## src/rtl/nibble_serial_adder_ctrl_if.sv

```systemverilog
// Operand/result bundle between a requesting controller and the
// nibble-serial adder sequencer.
interface nibble_serial_adder_ctrl_if #(
  parameter int NIBBLES = 4
);
  localparam int W = 4 * NIBBLES;

  logic         start;
  logic         sub;
  logic [W-1:0] a;
  logic [W-1:0] b;
  logic         busy;
  logic         done;
  logic [W-1:0] sum;
  logic         cout;
  logic         overflow;

  // Requester side: issues operands and start, observes status and result.
  modport master (
    output start, sub, a, b,
    input  busy, done, sum, cout, overflow
  );

  // Sequencer side.
  modport slave (
    input  start, sub, a, b,
    output busy, done, sum, cout, overflow
  );
endinterface

```

## src/rtl/nibble_serial_adder_ctrl.sv

```systemverilog
// Wide add/subtract built by time-sharing one 4-bit ripple-carry adder,
// one nibble per clock, least significant nibble first.

// 4-bit ripple-carry adder shared by all nibble positions.
module fourBit_FA (
  input  logic [3:0] a_i,
  input  logic [3:0] b_i,
  input  logic       cin_i,
  output logic [3:0] s_o,
  output logic       cout_o
);
  logic [4:0] c;

  // Ripple the carry through four full-adder stages.
  always_comb begin
    c[0] = cin_i;
    for (int i = 0; i < 4; i++) begin
      s_o[i]   = a_i[i] ^ b_i[i] ^ c[i];
      c[i+1]   = (a_i[i] & b_i[i]) | (c[i] & (a_i[i] ^ b_i[i]));
    end
    cout_o = c[4];
  end
endmodule

module nibble_serial_adder_ctrl #(
  parameter int NIBBLES = 4
) (
  input  logic                         clk,
  input  logic                         rst,
  nibble_serial_adder_ctrl_if.slave    bus
);
  localparam int W     = 4 * NIBBLES;
  localparam int IDX_W = $clog2(NIBBLES);
  localparam logic [IDX_W-1:0] LAST_IDX = IDX_W'(NIBBLES - 1);

  typedef enum logic [1:0] {
    S_IDLE,
    S_RUN,
    S_DONE
  } state_e;

  state_e           state_q, state_d;
  logic [IDX_W-1:0] idx_q,   idx_d;
  logic             carry_q, carry_d;
  logic [W-1:0]     sum_q,   sum_d;
  logic             cout_q,  cout_d;
  logic             ovf_q,   ovf_d;
  logic [W-1:0]     a_q,     a_d;
  logic [W-1:0]     b_q,     b_d;
  logic             sub_q,   sub_d;

  logic [3:0] a_nib;
  logic [3:0] b_eff;
  logic [3:0] fa_s;
  logic       fa_cout;

  // Current nibble of the latched operands; B is inverted for subtract.
  always_comb begin
    a_nib = a_q[4*idx_q +: 4];
    b_eff = sub_q ? ~b_q[4*idx_q +: 4] : b_q[4*idx_q +: 4];
  end

  fourBit_FA u_fa (
    .a_i    (a_nib),
    .b_i    (b_eff),
    .cin_i  (carry_q),
    .s_o    (fa_s),
    .cout_o (fa_cout)
  );

  // Next-state and datapath update for the IDLE/RUN/DONE sequencer.
  always_comb begin
    // NOTE: every _d gets a hold default first, so no path through this block leaves a variable unassigned and no latch is inferred.
    state_d = state_q;
    idx_d   = idx_q;
    carry_d = carry_q;
    sum_d   = sum_q;
    cout_d  = cout_q;
    ovf_d   = ovf_q;
    a_d     = a_q;
    b_d     = b_q;
    sub_d   = sub_q;

    unique case (state_q)
      S_IDLE, S_DONE: begin
        if (bus.start) begin
          a_d     = bus.a;
          b_d     = bus.b;
          sub_d   = bus.sub;
          carry_d = bus.sub;  // a - b == a + ~b + 1
          idx_d   = '0;
          state_d = S_RUN;
        end else begin
          state_d = S_IDLE;
        end
      end
      S_RUN: begin
        sum_d[4*idx_q +: 4] = fa_s;
        carry_d             = fa_cout;
        idx_d               = idx_q + 1'b1;
        if (idx_q == LAST_IDX) begin
          cout_d  = fa_cout;
          ovf_d   = ~(a_nib[3] ^ b_eff[3]) & (fa_s[3] ^ a_nib[3]);
          state_d = S_DONE;
        end
      end
      default: state_d = S_IDLE;
    endcase
  end

  // Control and result registers, cleared by synchronous reset.
  always_ff @(posedge clk) begin
    // NOTE: sequential state uses non-blocking assignments so all registers update together from pre-edge values.
    if (rst) begin
      state_q <= S_IDLE;
      idx_q   <= '0;
      carry_q <= 1'b0;
      sum_q   <= '0;
      cout_q  <= 1'b0;
      ovf_q   <= 1'b0;
    end else begin
      state_q <= state_d;
      idx_q   <= idx_d;
      carry_q <= carry_d;
      sum_q   <= sum_d;
      cout_q  <= cout_d;
      ovf_q   <= ovf_d;
    end
  end

  // Operand latches, loaded only on an accepted start.
  always_ff @(posedge clk) begin
    // NOTE: operand registers are deliberately not reset; they are always reloaded before use, so a reset would only add fan-out.
    a_q   <= a_d;
    b_q   <= b_d;
    sub_q <= sub_d;
  end

  // Status is decoded from state; results come straight from registers.
  always_comb begin
    bus.busy     = (state_q == S_RUN);
    bus.done     = (state_q == S_DONE);
    bus.sum      = sum_q;
    bus.cout     = cout_q;
    bus.overflow = ovf_q;
  end
endmodule

```

## src/flat_wrapper.sv

```systemverilog
// flat-port wrapper written by rule: the top's interface ports become plain ports
module nibble_serial_adder_ctrl_flat 
#(
  parameter int NIBBLES = 4
)
  (clk, rst, bus_start, bus_sub, bus_a, bus_b, bus_busy, bus_done, bus_sum, bus_cout, bus_overflow);
  nibble_serial_adder_ctrl_if #(.NIBBLES(NIBBLES)) bus_i ();
  input  logic clk;
  input  logic rst;
  input wire logic [$bits(bus_i.start)-1:0] bus_start;
  input wire logic [$bits(bus_i.sub)-1:0] bus_sub;
  input wire logic [$bits(bus_i.a)-1:0] bus_a;
  input wire logic [$bits(bus_i.b)-1:0] bus_b;
  output wire logic [$bits(bus_i.busy)-1:0] bus_busy;
  output wire logic [$bits(bus_i.done)-1:0] bus_done;
  output wire logic [$bits(bus_i.sum)-1:0] bus_sum;
  output wire logic [$bits(bus_i.cout)-1:0] bus_cout;
  output wire logic [$bits(bus_i.overflow)-1:0] bus_overflow;
  assign bus_i.start = bus_start;
  assign bus_i.sub = bus_sub;
  assign bus_i.a = bus_a;
  assign bus_i.b = bus_b;
  assign bus_busy = bus_i.busy;
  assign bus_done = bus_i.done;
  assign bus_sum = bus_i.sum;
  assign bus_cout = bus_i.cout;
  assign bus_overflow = bus_i.overflow;
  nibble_serial_adder_ctrl #(.NIBBLES(NIBBLES)) u_core (.clk(clk), .rst(rst), .bus(bus_i));
endmodule
```

## config.mk

```make
export PLATFORM = sky130hd
export DESIGN_NAME = nibble_serial_adder_ctrl_flat
export DESIGN_NICKNAME = d
export VERILOG_FILES = /design/src/rtl/nibble_serial_adder_ctrl_if.sv /design/src/rtl/nibble_serial_adder_ctrl.sv /design/src/flat_wrapper.sv
export SDC_FILE = /design/constraint.sdc
export NUM_CORES = 1
export LEC_CHECK = 0
export CAP_MARGIN = 10
export CORE_MARGIN = 10
export CORE_UTILIZATION = 53
export CTS_CLUSTER_DIAMETER = 120
export CTS_CLUSTER_SIZE = 8
export DETAILED_ROUTE_END_ITERATION = 6
export GPL_ROUTABILITY_DRIVEN = 0
export PLACE_DENSITY = 0.85
export REMOVE_ABC_BUFFERS = 1
export SYNTH_ARGS = -nofsm -noshare
export SYNTH_HDL_FRONTEND = slang
export SYNTH_SLANG_ARGS = --single-unit
```

## constraint.sdc

```tcl
create_clock -name clk -period 6.45 [get_ports clk]
set_clock_uncertainty 0.1 [all_clocks]
set_input_delay 1.6125 -clock clk [delete_from_list [all_inputs] [get_ports clk]]
set_output_delay 1.6125 -clock clk [all_outputs]
set_load 0.01 [all_outputs]
```

### Word-level counts from Yosys, hierarchy flattened

Index checks and enable logic that the tools add are counted.

* add/subtract/negate cells: 2
* equal/unequal tests: 5
* shift-type cells: 4
* mux-type cells: 9
* bitwise operators: 24
* reduce and logical (&&, ||, !) cells: 6

Operators with widths (count)
* negation 4 -> 34 bit: 1
* variable shift 4 x 34 -> 16 bit (first input constant): 1
* indexed part select 4 x 34 -> 16 bit: 1
* indexed part select 16 x 5 -> 4 bit: 2
* bitwise mux 16 bit: 1
* bitwise AND 1 bit: 9
* XOR 1 bit: 9
* case mux 2 bit (2 select lines): 2
* AND reduction 2 bit: 3
* equality test 2 bit (second input constant): 2
* two-way mux 2 bit: 2
* two-way mux 4 bit: 1
* inverter 4 bit: 1
* bitwise OR 1 bit: 4
* adder 2 x 1 -> 2 bit (second input constant): 1
* equality test 2 x 1 -> 1 bit (second input constant): 1
* logical NOT 2 bit: 1
* two-way mux 1 bit: 2
* inequality test 2 x 1 -> 1 bit (second input constant): 1
* inequality test 2 bit (second input constant): 1
* case mux 1 bit (2 select lines): 1
* nonzero test 2 bit: 1
* OR reduction 2 bit: 1
* inverter 1 bit: 1

* bits in registers: 56
* input bits: 36
* output and inout bits: 20
* logic and storage cells: 59

### Depth between registers and ports, before layout

Gate-level depths: netlist of run 1.

* depth after elaboration: 13
* depth in mapped cells: 11
* depth with buffers taken out: 10

### Hierarchy

Synthesis of run 1 repeated with hierarchy kept, for this count alone.

* cells, all modules: 174
* area total of the unflattened synthesis: 2321.0 sq um

Modules (own cells, without submodules)
* nibble_serial_adder_ctrl: times used 1, cells an instance 160, area each 2203.4 sq um, sequential area each 1451.4 sq um
* fourBit_FA: times used 1, cells an instance 14, area each 117.6 sq um, sequential area each 0.0 sq um

### Least setup slack after synthesis of run 1

No wires, ideal clock.

* kind: register to register
* start point: reg u_core.idx_q[0]
* end point: reg u_core.ovf_q (netlist: u_core.bus.overflow)
* setup time: 59 ps
* arrival: 3350 ps
* required time: 6291 ps
* path slack: 2941 ps
* stages on the path, launching flop included: 12
* buffers on the path: 1
* clock period less this slack: 3509 ps
* cells stage by stage: dfxtp_1 > buf_4 > mux4_2 > xor2_1 > fa_1 > inv_1 > fa_1 > fa_1 > fa_1 > or3_1 > nor3_1 > a221o_1

* longest elaborated chain between the ends: 13
* elaborated cells between the ends (all ways): 23
* classes of those cells: eq/ne: 1; shift: 2; mux: 1; bitwise: 18; reduce/logical: 1

RTL lines
* start, declared: RTL line nibble_serial_adder_ctrl.sv:43 `logic [IDX_W-1:0] idx_q, idx_d;`
* start signal, assigned: RTL line nibble_serial_adder_ctrl.sv:123 `idx_q <= idx_d;`
* indexed part select 16 x 5 -> 4 bit: RTL line nibble_serial_adder_ctrl.sv:60 `b_eff = sub_q ? ~b_q[4*idx_q +: 4] : b_q[4*idx_q +: 4];`
* inverter 4 bit: RTL line nibble_serial_adder_ctrl.sv:60
* two-way mux 4 bit: RTL line nibble_serial_adder_ctrl.sv:60
* XOR 1 bit: RTL line nibble_serial_adder_ctrl.sv:19 `c[i+1] = (a_i[i] & b_i[i]) | (c[i] & (a_i[i] ^ b_i[i]));`
* bitwise AND 1 bit: RTL line nibble_serial_adder_ctrl.sv:19
* bitwise OR 1 bit: RTL line nibble_serial_adder_ctrl.sv:19
* bitwise AND 1 bit: RTL line nibble_serial_adder_ctrl.sv:19
* bitwise OR 1 bit: RTL line nibble_serial_adder_ctrl.sv:19
* bitwise AND 1 bit: RTL line nibble_serial_adder_ctrl.sv:19
* bitwise OR 1 bit: RTL line nibble_serial_adder_ctrl.sv:19
* XOR 1 bit: RTL line nibble_serial_adder_ctrl.sv:18 `s_o[i] = a_i[i] ^ b_i[i] ^ c[i];`
* XOR 1 bit: RTL line nibble_serial_adder_ctrl.sv:103 `ovf_d = ~(a_nib[3] ^ b_eff[3]) & (fa_s[3] ^ a_nib[3]);`
* bitwise AND 1 bit: RTL line nibble_serial_adder_ctrl.sv:103
* end signal, assigned: RTL line nibble_serial_adder_ctrl.sv:127 `ovf_q <= ovf_d;`
* end, declared: RTL line nibble_serial_adder_ctrl.sv:47 `logic ovf_q, ovf_d;`

Parallel ways exist; a longest one is shown, timed or not.
A chain may end at the register's enable or synchronous reset.

### Final worst setup path of run 1

Same ends and word-level chain as after synthesis.

==> results of run 1 <==
[per-layer routing]
metal	vias up	wire length, um	GRT usage [%]
met1	736	1784	13.67
li1	739	-	-
met5	-	0	0
met4	0	56	5.596
met2	61	2298	19.66
met3	8	457	6.098
[metrics by stage]
step                total power [mW]  instance area, um^2  cells
CTS                           0.7111                 2997    274
global route                  0.7449                 3024    275
finish                        0.7134                 3024    275
detailed placement            0.5356                 2915    266
floorplan                     0.4812                 2300    159
global placement              0.5318                 2915    266
[kinds of logic after synthesis]
family,after synthesis,synth area share [%]
and+or+nand+nor,44,10.29
xor gates and xnor gates,4,1.502
adders and majority gates,11,7.185
muxes,8,7.721
AOI/OAI and AO/OA,24,7.721
DFF,56,62.20
buffers and inverters,19,3.378
[where the power goes]
group	internal, mW	switching (mW)	leakage (nW)
Clock	0.0765	0.108	0.0422
Combinational	0.0591	0.0603	0.504
Sequential	0.398	0.0113	0.502
[cells in the mapped netlist (2+ instances only)]
cell type	count
a21oi_1	8
a32oi_1	12
buf_2	3
clkbuf_1	3
dfxtp_1	23
edfxtp_1	33
fa_1	4
ha_1	7
inv_1	11
mux4_2	8
nand2_1	6
nand2b_1	2
nand3_1	3
nand3b_1	5
nand4_1	4
nor2_1	14
nor2b_1	3
xnor2_1	2
xor2_1	2
[worst max-delay path by stage]
| stage | to | from | depth (start not counted) | slack [ns] |
|---|---|---|---|---|
| CTS | u_core.bus.overflow | u_core.idx_q[0] | 10 | 2.49 |
| floorplan | u_core.bus.overflow | u_core.idx_q[0] | 10 | 2.85 |
| global placement | u_core.bus.overflow | u_core.idx_q[0] | 10 | 2.62 |
| finish | u_core.bus.overflow | u_core.idx_q[0] | 10 | 2.55 |
| detailed placement | u_core.bus.overflow | u_core.idx_q[0] | 10 | 2.52 |
| global route | u_core.bus.overflow | u_core.idx_q[0] | 10 | 2.30 |
[sequential cells by signal (all words and copies together), names as in the netlist]
signal               cells
u_core.sub_q             1
u_core.bus.overflow      1
u_core.carry_q           1
u_core.idx_q             2
u_core.bus.cout          1
u_core.state_q           2
u_core.b_q              16
u_core.bus.sum          16
u_core.a_q              16
[final cells by class]
class | instances | area [um^2]
Tap cell | 52 | 65.06
Clock inverter | 1 | 5.005
Timing Repair Buffer | 56 | 578.1
Sequential cell | 56 | 1451
Multi-Input combinational cell | 91 | 803.3
Fill cell | 310 | 1270
Inverter | 12 | 45.04
Clock buffer | 7 | 76.32
[critical path: stages, from the launching register on]
cell	delay [ns]
dfxtp_1	0.84
mux4_2	0.60
xor2_1	0.17
fa_1	0.20
inv_1	0.05
fa_1	0.37
fa_1	0.40
fa_1	0.45
or3_1	0.38
nor3_1	0.15
a221o_1	0.13
==> impl_metrics.json, run 1 <==
{
  "cts.sinks": 56,
  "ff2ff_setup_slack_ns": 2.55,
  "synth_flop_cell": "edfxtp_1",
  "min_path_cells": 2,
  "coreArea_mm2": 0.004294,
  "cp_data_arrival_time_ns": 4.06,
  "regToRegStartpoint": "u_core.idx_q[0]",
  "required_ns": 6.61,
  "yosysSeqAreaShare_pct": 62.20,
  "clk_latency_ns": 0.31,
  "hp-start": "u_core.bus.sum[5]",
  "setup_slack_ns": 2.545,
  "powerDensity_mw_per_mm2": 235.9,
  "synth-edff-count": 33,
  "die_y_um": 86.36,
  "hold_viol_final": 0,
  "cts_buffer_depth": 2,
  "slew_viol_final": 0,
  "p_leak_nw": 1.048,
  "yosysTopAreaCell": "edfxtp_1",
  "final_common_cell": "clkdlybuf4s50_1",
  "layout-drive-gt1-share_pct": 7.175,
  "path_class": "reg2reg",
  "synth_top_area_share_pct": 42.47,
  "yosys-top-cells-area": "edfxtp_1, dfxtp_1, mux4_2, a32oi_1, ha_1",
  "ys_types": 32,
  "tightest_slew_ns": 1.105,
  "endpoint_kind": "flip-flop",
  "synth_cells": 166,
  "routed_via_density": 5.615,
  "max_cap_violations": 0,
  "drt-total-wl_um": 4596,
  "ir_drop_mv": 0.1770,
  "ios": 56,
  "status": "finished clean",
  "gr-usage-all-layers_pct": 12.38,
  "max_freq_mhz": 256.1,
  "synthArstFlopShare_pct": 0,
  "rows": 24,
  "start_util_pct": 54.34,
  "hold_end": "u_core.bus.sum[5]",
  "post_cts_buffers": 0,
  "grt_pass1_vias": 1550,
  "drt-wirelength-per-cell_um": 16.71,
  "first_iter_violations": 117,
  "avgSynthCellArea_um2": 14.06,
  "die_x_um": 86.36,
  "first_pass_iters": 4,
  "period_needed_ns": 3.905,
  "num_vias": 1544,
  "ys_seq_elements": 56,
  "fin_crit_sh_pct": 60.54,
  "grt_start_max_net_pins": 35,
  "slew_headroom_pct": 25.32,
  "htreeDepth": 2,
  "dieArea_mm2": 0.007457,
  "antenna_cells": 0,
  "hold_buffers": 0,
  "fin_tns_setup_ns": 0,
  "cts_resized": 0,
  "r2r_cells": 10,
  "port_buffers": 55,
  "grt_pass1_wl_um": 7417,
  "antenna_found_initial": 0,
  "place_ws_ns": 2.524,
  "worst-path-max-fanout": 16,
  "syn_to_final_growth_pct": 29.60,
  "synth.cell_area_mm2": 0.002333,
  "overflow": 0,
  "final_cell_mix": "clkdlybuf4s50_1, edfxtp_1, dfxtp_1",
  "drc_errors": 0,
  "cts_tree": "built",
  "path_clk_slew_ns": 0.10,
  "cts_buffers": 5,
  "final-setup-viol-count": 0,
  "fin_hold_ws_ns": 0.3576,
  "synth_warnings": 0,
  "final_nets": 269,
  "r2r_end": "u_core.bus.overflow",
  "rsz0062_at_grt": "false",
  "dpl.hpwl_um": 3407,
  "antenna_left": 0,
  "critPathLaunchType": "flip-flop",
  "utilization_pct": 70.43,
  "min_path_type": "reg2reg",
  "cts-root-buf": "clkbuf_8"
}
No activity file was read; power rests on OpenSTA's default activity.
==> run 2, diff against run 1 <==
--- a/config.mk
+++ b/config.mk
@@ -7,12 +7,12 @@
 export LEC_CHECK = 0
 export CAP_MARGIN = 10
 export CORE_MARGIN = 10
-export CORE_UTILIZATION = 53
+export CORE_UTILIZATION = 49
 export CTS_CLUSTER_DIAMETER = 120
 export CTS_CLUSTER_SIZE = 8
 export DETAILED_ROUTE_END_ITERATION = 6
 export GPL_ROUTABILITY_DRIVEN = 0
-export PLACE_DENSITY = 0.85
+export PLACE_DENSITY = 0.79
 export REMOVE_ABC_BUFFERS = 1
 export SYNTH_ARGS = -nofsm -noshare
 export SYNTH_HDL_FRONTEND = slang
==> constraint.sdc (replaced) <==
create_clock -name clk -period 3.9 [get_ports clk]
set_clock_uncertainty 0.1 [all_clocks]
set_input_delay 0.975 -clock clk [delete_from_list [all_inputs] [get_ports clk]]
set_output_delay 0.975 -clock clk [all_outputs]
set_load 0.01 [all_outputs]
==> impl_metrics.json, run 2 (synthesized netlist as in run 1, its figures left out) <==
{
  "status": "finished clean",
  "tightest_slew_ns": 1.170,
  "design_area_mm2": 0.003030,
  "coreArea_mm2": 0.004661,
  "first_pass_iters": 4,
  "r2r_cells": 9,
  "power_mw": 1.165,
  "critPathLaunchType": "flip-flop",
  "hold_viol_final": 0,
  "cts.sinks": 56,
  "r2r_end": "u_core.bus.overflow",
  "endpoint_kind": "flip-flop",
  "placedCellCount": 272,
  "rsz0062_at_grt": "false",
  "path_cells": "buf_4 -> mux4_2 -> xnor2_1 -> fa_1 -> fa_1 -> fa_1 -> or3_1 -> nor3_1 -> a221o_1",
  "grt_pass1_vias": 1568,
  "layout-drive-gt1-share_pct": 8.850,
  "p_leak_nw": 1.059,
  "regArea_mm2": 0.001451,
  "finalNonFillerCells": 280,
  "worst-path-max-fanout": 15,
  "syn_to_final_growth_pct": 29.87,
  "cts_buffer_depth": 2,
  "cts_tree": "built",
  "dieArea_mm2": 0.007923,
  "ios": 56,
  "path_class": "reg2reg",
  "port_buffers": 55,
  "fin_crit_sh_pct": 85.82,
  "rows": 25,
  "dpl_cell_area_mm2": 0.002948,
  "routed_via_density": 5.443,
  "drt-wirelength-per-cell_um": 15.92,
  "crit_end": "u_core.bus.overflow",
  "hold_buffers": 0,
  "clk_latency_ns": 0.30,
  "period_needed_ns": 3.347,
  "post_cts_buffers": 0,
  "num_vias": 1524,
  "first_iter_violations": 78,
  "slew_headroom_pct": 20.91,
  "final-setup-viol-count": 0,
  "cp-startpoint": "u_core.idx_q[0]",
  "fin_hold_ws_ns": 0.3561,
  "powerDensity_mw_per_mm2": 384.4,
  "die_x_um": 89.01,
  "antenna_cells": 0,
  "htreeDepth": 2,
  "antenna_left": 0,
  "ir_drop_mv": 0.2815,
  "fin_tns_setup_ns": 0,
  "cp_data_arrival_time_ns": 3.50,
  "dpl.hpwl_um": 3422,
  "slowest_delay_ns": 0.54,
  "cp_common_cell": "fa_1",
  "cts_resized": 0,
  "crit_slowest_cell": "mux4_2",
  "required_ns": 4.05,
  "grt_start_max_net_pins": 35,
  "max_freq_mhz": 298.8,
  "regToRegStartpoint": "u_core.idx_q[0]",
  "drc_errors": 0,
  "multi_input_area_um2": 803.3,
  "cts_buffers": 5,
  "n_fill_cell": 374,
  "ff2ff_setup_slack_ns": 0.55,
  "final_cell_mix": "clkdlybuf4s50_1, edfxtp_1, dfxtp_1",
  "gr-usage-all-layers_pct": 11.73,
  "path_clk_slew_ns": 0.09,
  "overflow": 0,
  "antenna_found_initial": 0,
  "drt-total-wl_um": 4457,
  "final_common_cell": "clkdlybuf4s50_1",
  "grt_pass1_wl_um": 7210,
  "min_path_type": "reg2reg",
  "slew_viol_final": 0,
  "max_cap_violations": 0,
  "cts-root-buf": "clkbuf_8",
  "start_util_pct": 50.07,
  "die_y_um": 89.01,
  "final_nets": 272
}
-- run 2: cell count changes in the layout (fill, tap and decap cells not counted), sizes merged --
cell    delta
clkbuf     -2
buf        +3
clkinv     +2
-- run 2: worst min-delay path by stage --
stage	startpoint	end	cells after the start
after global routing	u_core.bus.sum[5]	u_core.bus.sum[5]	2
after detailed placement	u_core.bus.sum[6]	u_core.bus.sum[6]	2
final	u_core.bus.sum[6]	u_core.bus.sum[6]	2
after floorplan	u_core.carry_q	u_core.carry_q	2
after CTS	u_core.bus.sum[6]	u_core.bus.sum[6]	2
after global placement	u_core.bus.sum[6]	u_core.bus.sum[6]	2
-- run 2: final cells by class --
cell class / count / share of cell area, %
inverters: 12 / 1.486
flip-flops and latches: 56 / 47.89
multi-input cells: 91 / 26.51
repair buffers: 59 / 19.16
clock inverters: 3 / 0.4542
clock buffers: 5 / 2.271
well taps: 54 / 2.230
-- run 2: worst max-delay path, delay by kind of cell, from the launching register on --
kind,cells,cell delay (ns)
XOR/XNOR,1,0.16
AO/OA/AOI/OAI,1,0.12
adder cells (fa/ha/maj),3,1.27
AND/OR/NAND/NOR,2,0.51
flip-flops,1,0.35
multiplexers,1,0.54
buffers and inverters,1,0.25
-- run 2: metal layers --
layer / up-vias / routed length [um] / GRT usage [%]
li1: 737 / - / -
met1: 719 / 1813 / 12.69
met2: 64 / 2129 / 19.15
met3: 4 / 458 / 5.652
met4: 0 / 57 / 5.202
met5: - / 0 / 0
-- run 2: power breakdown --
part	internal [mW]	switching, mW
clock network	0.122	0.172
logic	0.0964	0.102
registers	0.659	0.0134
-- run 2: metrics by stage --
stage	setup WS (ns)	util [%]
6_report	0.5530	65.02
5_1_grt	0.3730	65.02
4_1_cts	0.5303	65.02
3_5_place_dp	0.5499	63.25
3_3_place_gp	0.5933	63.25
2_1_floorplan	0.2968	-
==> run 3, diff against run 2 <==
--- a/config.mk
+++ b/config.mk
@@ -14,6 +14,7 @@
 export GPL_ROUTABILITY_DRIVEN = 0
 export PLACE_DENSITY = 0.79
 export REMOVE_ABC_BUFFERS = 1
+export SLEW_MARGIN = 10
 export SYNTH_ARGS = -nofsm -noshare
 export SYNTH_HDL_FRONTEND = slang
 export SYNTH_SLANG_ARGS = --single-unit
==> results of run 3 <==
Same layout as run 2: the final DEF is identical, and so are final timing and power.
